$ cat src/rtl/scan_pkg.sv
// Shared types and widths for the scan select sequencer.
// Holds the FSM state enumeration and the counter/select widths.
package scan_pkg;

  localparam int PRE_W = 16;
  localparam int SEL_W = 3;

  typedef enum logic [1:0] {
    IDLE,
    SCAN,
    PAUSE
  } state_e;

endpackage

$ cat src/rtl/rise_detect.sv
// Rising-edge detector for the manual step request.
// pulse is high while d is high and was low on the previous edge.
module rise_detect (
  input  logic clk,
  input  logic rst,
  input  logic d,
  output logic pulse
);

  logic d_q;

  // Remember the previous-cycle level of d.
  always_ff @(posedge clk or posedge rst) begin
    if (rst) begin
      d_q <= 1'b0;
    end else begin
      d_q <= d;
    end
  end

  assign pulse = d & ~d_q;

endmodule

$ cat src/rtl/scan_select_sequencer.sv
// Scan select sequencer: prescaled or stepped select index for a decoder.
// Define SCAN_SELECT_BLANK_EN to blank en for one cycle on every advance.
module scan_select_sequencer
  import scan_pkg::*;
#(
  parameter int DIV  = 4,
  parameter int LAST = 7
) (
  input  logic             clk,
  input  logic             rst,
  input  logic             run,
  input  logic             step,
  output logic [SEL_W-1:0] sel,
  output logic             en,
  output logic             wrap
);

  localparam logic [PRE_W-1:0] TOP_CNT  = PRE_W'(DIV - 1);
  localparam logic [SEL_W-1:0] LAST_SEL = SEL_W'(LAST);

  state_e           state_q, state_d;
  logic [PRE_W-1:0] cnt_q, cnt_d;
  logic [SEL_W-1:0] sel_q, sel_d;
  logic             en_q, en_d;
  logic             wrap_q, wrap_d;
  logic             step_rise;
  logic             tick;
  logic             manual;
  logic             advance;

  rise_detect u_step_rise (
    .clk   (clk),
    .rst   (rst),
    .d     (step),
    .pulse (step_rise)
  );

  // Next-state, prescaler and advance decisions for the sequencer.
  always_comb begin
    tick    = (state_q == SCAN) && run && (cnt_q == TOP_CNT);
    manual  = step_rise && !run && (state_q != SCAN);
    advance = tick || manual;

    state_d = state_q;
    unique case (state_q)
      IDLE: begin
        if (run) begin
          state_d = SCAN;
        end else if (step_rise) begin
          state_d = PAUSE;
        end
      end
      SCAN: begin
        if (!run) begin
          state_d = PAUSE;
        end
      end
      PAUSE: begin
        if (run) begin
          state_d = SCAN;
        end
      end
      default: state_d = IDLE;
    endcase

    cnt_d = cnt_q;
    if ((state_q == SCAN) && run) begin
      cnt_d = tick ? '0 : cnt_q + PRE_W'(1);
    end

    sel_d  = sel_q;
    wrap_d = 1'b0;
    if (advance) begin
      if (sel_q == LAST_SEL) begin
        sel_d  = '0;
        wrap_d = 1'b1;
      end else begin
        sel_d = sel_q + SEL_W'(1);
      end
    end

`ifdef SCAN_SELECT_BLANK_EN
    en_d = (state_d != IDLE) && !advance;
`else
    en_d = (state_d != IDLE);
`endif
  end

  // State, prescaler and registered outputs.
  always_ff @(posedge clk or posedge rst) begin
    if (rst) begin
      state_q <= IDLE;
      cnt_q   <= '0;
      sel_q   <= '0;
      en_q    <= 1'b0;
      wrap_q  <= 1'b0;
    end else begin
      state_q <= state_d;
      cnt_q   <= cnt_d;
      sel_q   <= sel_d;
      en_q    <= en_d;
      wrap_q  <= wrap_d;
    end
  end

  assign sel  = sel_q;
  assign en   = en_q;
  assign wrap = wrap_q;

endmodule
$ cat config.mk
export PLATFORM = sky130hd
export DESIGN_NAME = scan_select_sequencer
export DESIGN_NICKNAME = d
export VERILOG_FILES = /design/src/rtl/scan_pkg.sv /design/src/rtl/rise_detect.sv /design/src/rtl/scan_select_sequencer.sv
export SDC_FILE = /design/constraint.sdc
export NUM_CORES = 1
export LEC_CHECK = 0
export CAP_MARGIN = 5
export CORE_MARGIN = 2
export CORE_UTILIZATION = 43
export CTS_CLUSTER_SIZE = 40
export DETAILED_ROUTE_END_ITERATION = 10
export GPL_TIMING_DRIVEN = 1
export PLACE_DENSITY_LB_ADDON = 0.2
export SETUP_SLACK_MARGIN = 0.3
export SLEW_MARGIN = 10
export SYNTH_ARGS = -nofsm -noshare
export SYNTH_HDL_FRONTEND = slang
export SYNTH_SLANG_ARGS = --single-unit
$ cat constraint.sdc
create_clock -name clk -period 2.1 [get_ports clk]
set_input_delay 0.21 -clock clk [delete_from_list [all_inputs] [get_ports clk]]
set_output_delay 0.21 -clock clk [all_outputs]
set_load 0.01 [all_outputs]
# Word-level counts from Yosys, hierarchy flattened
# Cells that the tools add are included.
[totals]
elab_cells = 32
input_bits = 4
register_bits = 24
output_inout_bits = 5
[op_classes]
reduce_logical = 8
n_mux = 9
eq_ne = 5
bitwise = 2
addsub = 2
[ops]
columns = ["cell", "count"]
rows = [
  ["adder 16 x 1 -> 16 bit (second input constant)", 1],
  ["equality test 16 x 2 -> 1 bit (second input constant)", 1],
  ["two-way mux 16 bit", 1],
  ["two-way mux 2 bit", 4],
  ["one-hot mux 2 bit (3 select lines)", 1],
  ["logical AND 1 bit", 4],
  ["adder 3 x 1 -> 3 bit (second input constant)", 1],
  ["equality test 3 bit (second input constant)", 1],
  ["two-way mux 3 bit", 1],
  ["equality test 2 x 1 -> 1 bit (second input constant)", 1],
  ["equality test 2 bit (second input constant)", 1],
  ["zero test 2 bit", 1],
  ["two-way mux 1 bit", 2],
  ["!= test 2 x 1 -> 1 bit (second input constant)", 1],
  ["nonzero test 2 bit", 1],
  ["bitwise AND 1 bit", 1],
  ["zero test 1 bit", 1],
  ["logical OR 1 bit", 1],
  ["inverter 1 bit", 1],
]

# Longest topological paths before layout
[depth]
ltp_word = 6
depth_mapped = 5
mapped_depth_nobuf = 5

# Cells and area by module
# Synthesis repeated with hierarchy kept, for this count alone.
[unflattened]
hier_cells = 95
area_unflattened_um2 = 1101.1
[by_module_without_submodules]
columns = ["mod", "cells_each", "area_per_inst_um2", "instances", "seq_area_each_um2"]
rows = [
  ["scan_select_sequencer", 92, 1058.5, 1, 575.6],
  ["rise_detect", 3, 42.5, 1, 25.0],
]

# Least setup slack after synthesis
# No wires, ideal clock.
[synth_path]
path_type = "flip-flop to flip-flop"
startpoint = "reg cnt_q[0]"
endpoint = "reg sel_q[0] (netlist: sel[0])"
setup_ps = 125
path_buffers = 0
required_time_ps = 1975
stages_incl_launch_ff = 6
path_slack_ps = 568
period_less_slack_ps = 1532
arrival_ps = 1408
path_cell_list = "dfrtp_1 ha_1 nor2b_1 nand3_1 o22ai_2 mux2_2"
[synth_between]
elab_chain_cells = 3
[synth_rtl]
columns = ["item", "line_no", "source"]
rows = [
  ["from (decl)", "scan_select_sequencer.sv:22", "logic [PRE_W-1:0] cnt_q, cnt_d;"],
  ["from (signal assigned)", "scan_select_sequencer.sv:99", "cnt_q <= cnt_d;"],
  ["equality test 16 x 2 -> 1 bit", "scan_select_sequencer.sv:40", "tick = (state_q == SCAN) && run && (cnt_q == TOP_CNT);"],
  ["logical AND 1 bit", "scan_select_sequencer.sv:40", ""],
  ["logical OR 1 bit", "scan_select_sequencer.sv:42", "advance = tick || manual;"],
  ["to (signal assigned)", "scan_select_sequencer.sv:100", "sel_q <= sel_d;"],
  ["to (decl)", "scan_select_sequencer.sv:23", "logic [SEL_W-1:0] sel_q, sel_d;"],
]
# No other way between the ends.
# A chain may end at the register's enable or synchronous reset.

# Final worst setup path
[layout_path]
startpoint = "reg cnt_q[8]"
endpoint = "reg sel_q[1] (netlist: sel[1])"
# The elaborated chain is that of the path after synthesis.

==> flow_summary.toml <==
[cts]
cts_htree_levels = 1
numCtsBuffers = 3
clk_pin_slew_worst_paths_ns = 0.14
clkLatencyLatePin_ns = 0.32
clockRootBuffer = "clkbuf_4"
cts_hold_buf = 0
clock-sinks = 24
cts_tree = "done"
clockBufferDepth = 2

[place]
port_buffers = 8
hpwl_mm = 1.26
gp_congestion = 0.803
place_inst = 137

[timing]
slew_headroom_pct = 73.2
setup_tns_ns = 0
finClkSkew_ns = 0.00774
fin_crit_ns = 1.71
hold_viol_final = 0
finalSetupViolations = 0
worstMarginPinSlew_ns = 0.399
maxSlewViolCount = 0
rsz0062_at_grt = "no"
fmax_mhz = 583
final.period_utilization_pct = 81.7

[layout]
drive_above_1_share_pct = 20.5
nets = 120
areaGrowthSynthToFinish_pct = 18.3
n_antenna_cell = 0
fin_cells = 142

[setup_path]
path_class = "flip-flop to flip-flop"
crit_family = "simple AND/OR/NAND/NOR gates"
cp_num_buf_inv = 0
crit_required_ns = 2.32
cpMaxStageDelayCell = "dfrtp_2"
start_kind = "flip-flop"
worstPathCellList = "nor4_2, nand4_1, o22ai_2, mux2_2"
critPathArrivalTime_ns = 1.94
cp-end-kind = "flip-flop"
cp_max_fo = 4
slowest_delay_ns = 0.45

[floorplan]
dieArea_um2 = 3030
dieWidth_um = 55.0
core_area_um2 = 2480
row_count = 18
ios = 9
start_util_pct = 45.2
die_height_um = 55.0

[global_route]
met3_usage_pct = 5.65
grt_busiest_layer = "met2"
use_met2_pct = 19.2
antenna_found_initial = 0
grt_pass1_wl_mm = 2.88
grt_pass1_vias = 672
grt.met1_usage_pct = 18.5
grt_max_degree = 25
grt_overflow = 0
track_usage_pct = 13.4

[synthesis]
syn_avg_cell_area_um2 = 11.4
yosysWarnings = 0
synth_area_leaders = "dfrtp_1 54%, xnor2_1 6.3%, xor2_1 3.9%"
synth-edff-count = 0
syn_inst = 98
ys.flop_type = "dfrtp_1"
synth_area_um2 = 1120
synth.distinct_cells = 29
yosysTopAreaCellShare_pct = 53.6
synth_top_area_cell = "dfrtp_1"
ys_seq_area_share_pct = 53.6
synthArstFlopShare_pct = 100
synth_nets = 105
yosys-top-cells-count = "24 x dfrtp_1, 8 x xnor2_1, 7 x nand2_1"
synth.most_common_cell = "dfrtp_1"
synth-seq-cells = 24

[run_status]
status = "finished clean"

[job]
maxCapViolCount = 0

[route]
route.detailed.drc = 0
routedWlPerCell_um = 12.7
ant_nets = 0
drt_iter0_markers = 4
viasPerCell = 5.29
wl_mm = 1.80
drtPass1Iterations = 4
route.vias.total = 751

[pwr]
p_per_area_nw_per_um2 = 949
p_leak_nw = 0.590
p_total_mw = 1.26
ir_drop_uv = 637

[min_path]
hold_path.class = "input pin to asynchronous set/reset pin"
[placed cells by master, fill, tap and decap left out, types with 2 or more instances in the layout]
| cell | n |
|---|---|
| and3_1 | 2 |
| and4_1 | 2 |
| buf_4 | 3 |
| clkbuf_4 | 3 |
| clkdlybuf4s50_1 | 8 |
| dfrtp_1 | 22 |
| dfrtp_2 | 2 |
| ha_1 | 3 |
| inv_1 | 3 |
| mux2_2 | 3 |
| nand2_1 | 7 |
| nand3_1 | 4 |
| nand4_1 | 4 |
| nor2_1 | 6 |
| nor2b_1 | 3 |
| nor3_1 | 2 |
| nor4_2 | 3 |
| o21ai_0 | 6 |
| xnor2_1 | 8 |
| xor2_1 | 5 |
[state kept, by name, summed over array words and instances, names as in the netlist]
| name | cells |
|---|---|
| en | 1 |
| sel | 3 |
| cnt_q | 16 |
| state_q | 2 |
| wrap | 1 |
| u_step_rise.d_q | 1 |
[worst paths after layout]
check / start / endpoint / slack [ns] / cells past startpoint
setup / recovery: cnt_q[8] / sel[1] / 0.39 / 4
hold / removal: rst / cnt_q[8] / 0.21 / 3
setup reg to reg: cnt_q[8] / sel[1] / 0.39 / 4
hold reg to reg: cnt_q[11] / cnt_q[11] / 0.51 / 1
max in group asynchronous: rst / cnt_q[4] / 1.65 / 3
min in group clk: step / u_step_rise.d_q / 0.34 / 1
[worst min-delay path, cell delays in order]
cell	delay (ns)
clkdlybuf4s50_1	0.39
inv_1	0.05
buf_4	0.29
[per-stage QoR]
step                      setup WS [ns]  util, %  cell area (um^2)  hold WS (ns)
after CTS                         0.349     52.5              1300         0.206
after floorplan                   0.568        -              1120         0.225
final                             0.385     53.5              1330         0.205
after global routing              0.301     53.5              1330         0.252
after global placement            0.314     50.4              1250         0.482
after detailed placement          0.277     50.4              1250         0.482
[routing by layer]
layer,part of all wire (%),vias up
li1,-,375
met1,51,360
met2,45,14
met3,3.9,2
met4,0.56,0
met5,0,-
[cell families (layout without fill, tap and decap cells)]
group | after synthesis | after routing | synth area share (%)
adder cells (fa/ha/maj) | 3 | 3 | 3.35
buffers and inverters | 4 | 18 | 1.45
multiplexers | 3 | 3 | 3.02
AO/OA/AOI/OAI | 9 | 9 | 5.14
XOR/XNOR | 13 | 13 | 10.2
AND/OR/NAND/NOR | 42 | 42 | 23.2
flip-flops | 24 | 24 | 53.6
[power by group]
part | internal (mW) | switching, mW
logic | 0.161 | 0.130
clock network | 0.193 | 0.146
registers | 0.543 | 0.0852
total | 0.897 | 0.361
[area by class of cell]
cell class	instances	area [um^2]
Tap cell	30	37.5
Multi-Input combinational cell	70	518
Inverter	3	11.3
Sequential cell	24	603
Fill cell	215	1150
Clock buffer	3	22.5
Timing Repair Buffer	11	103
Clock inverter	1	30.0
[timing repair]
item,CTS,global route
setup buffers,0,1
setup endpoints to repair,0,3
gates resized for setup,0,5
hold endpoints to repair,0,0
Power figures use the tool's default switching activity.
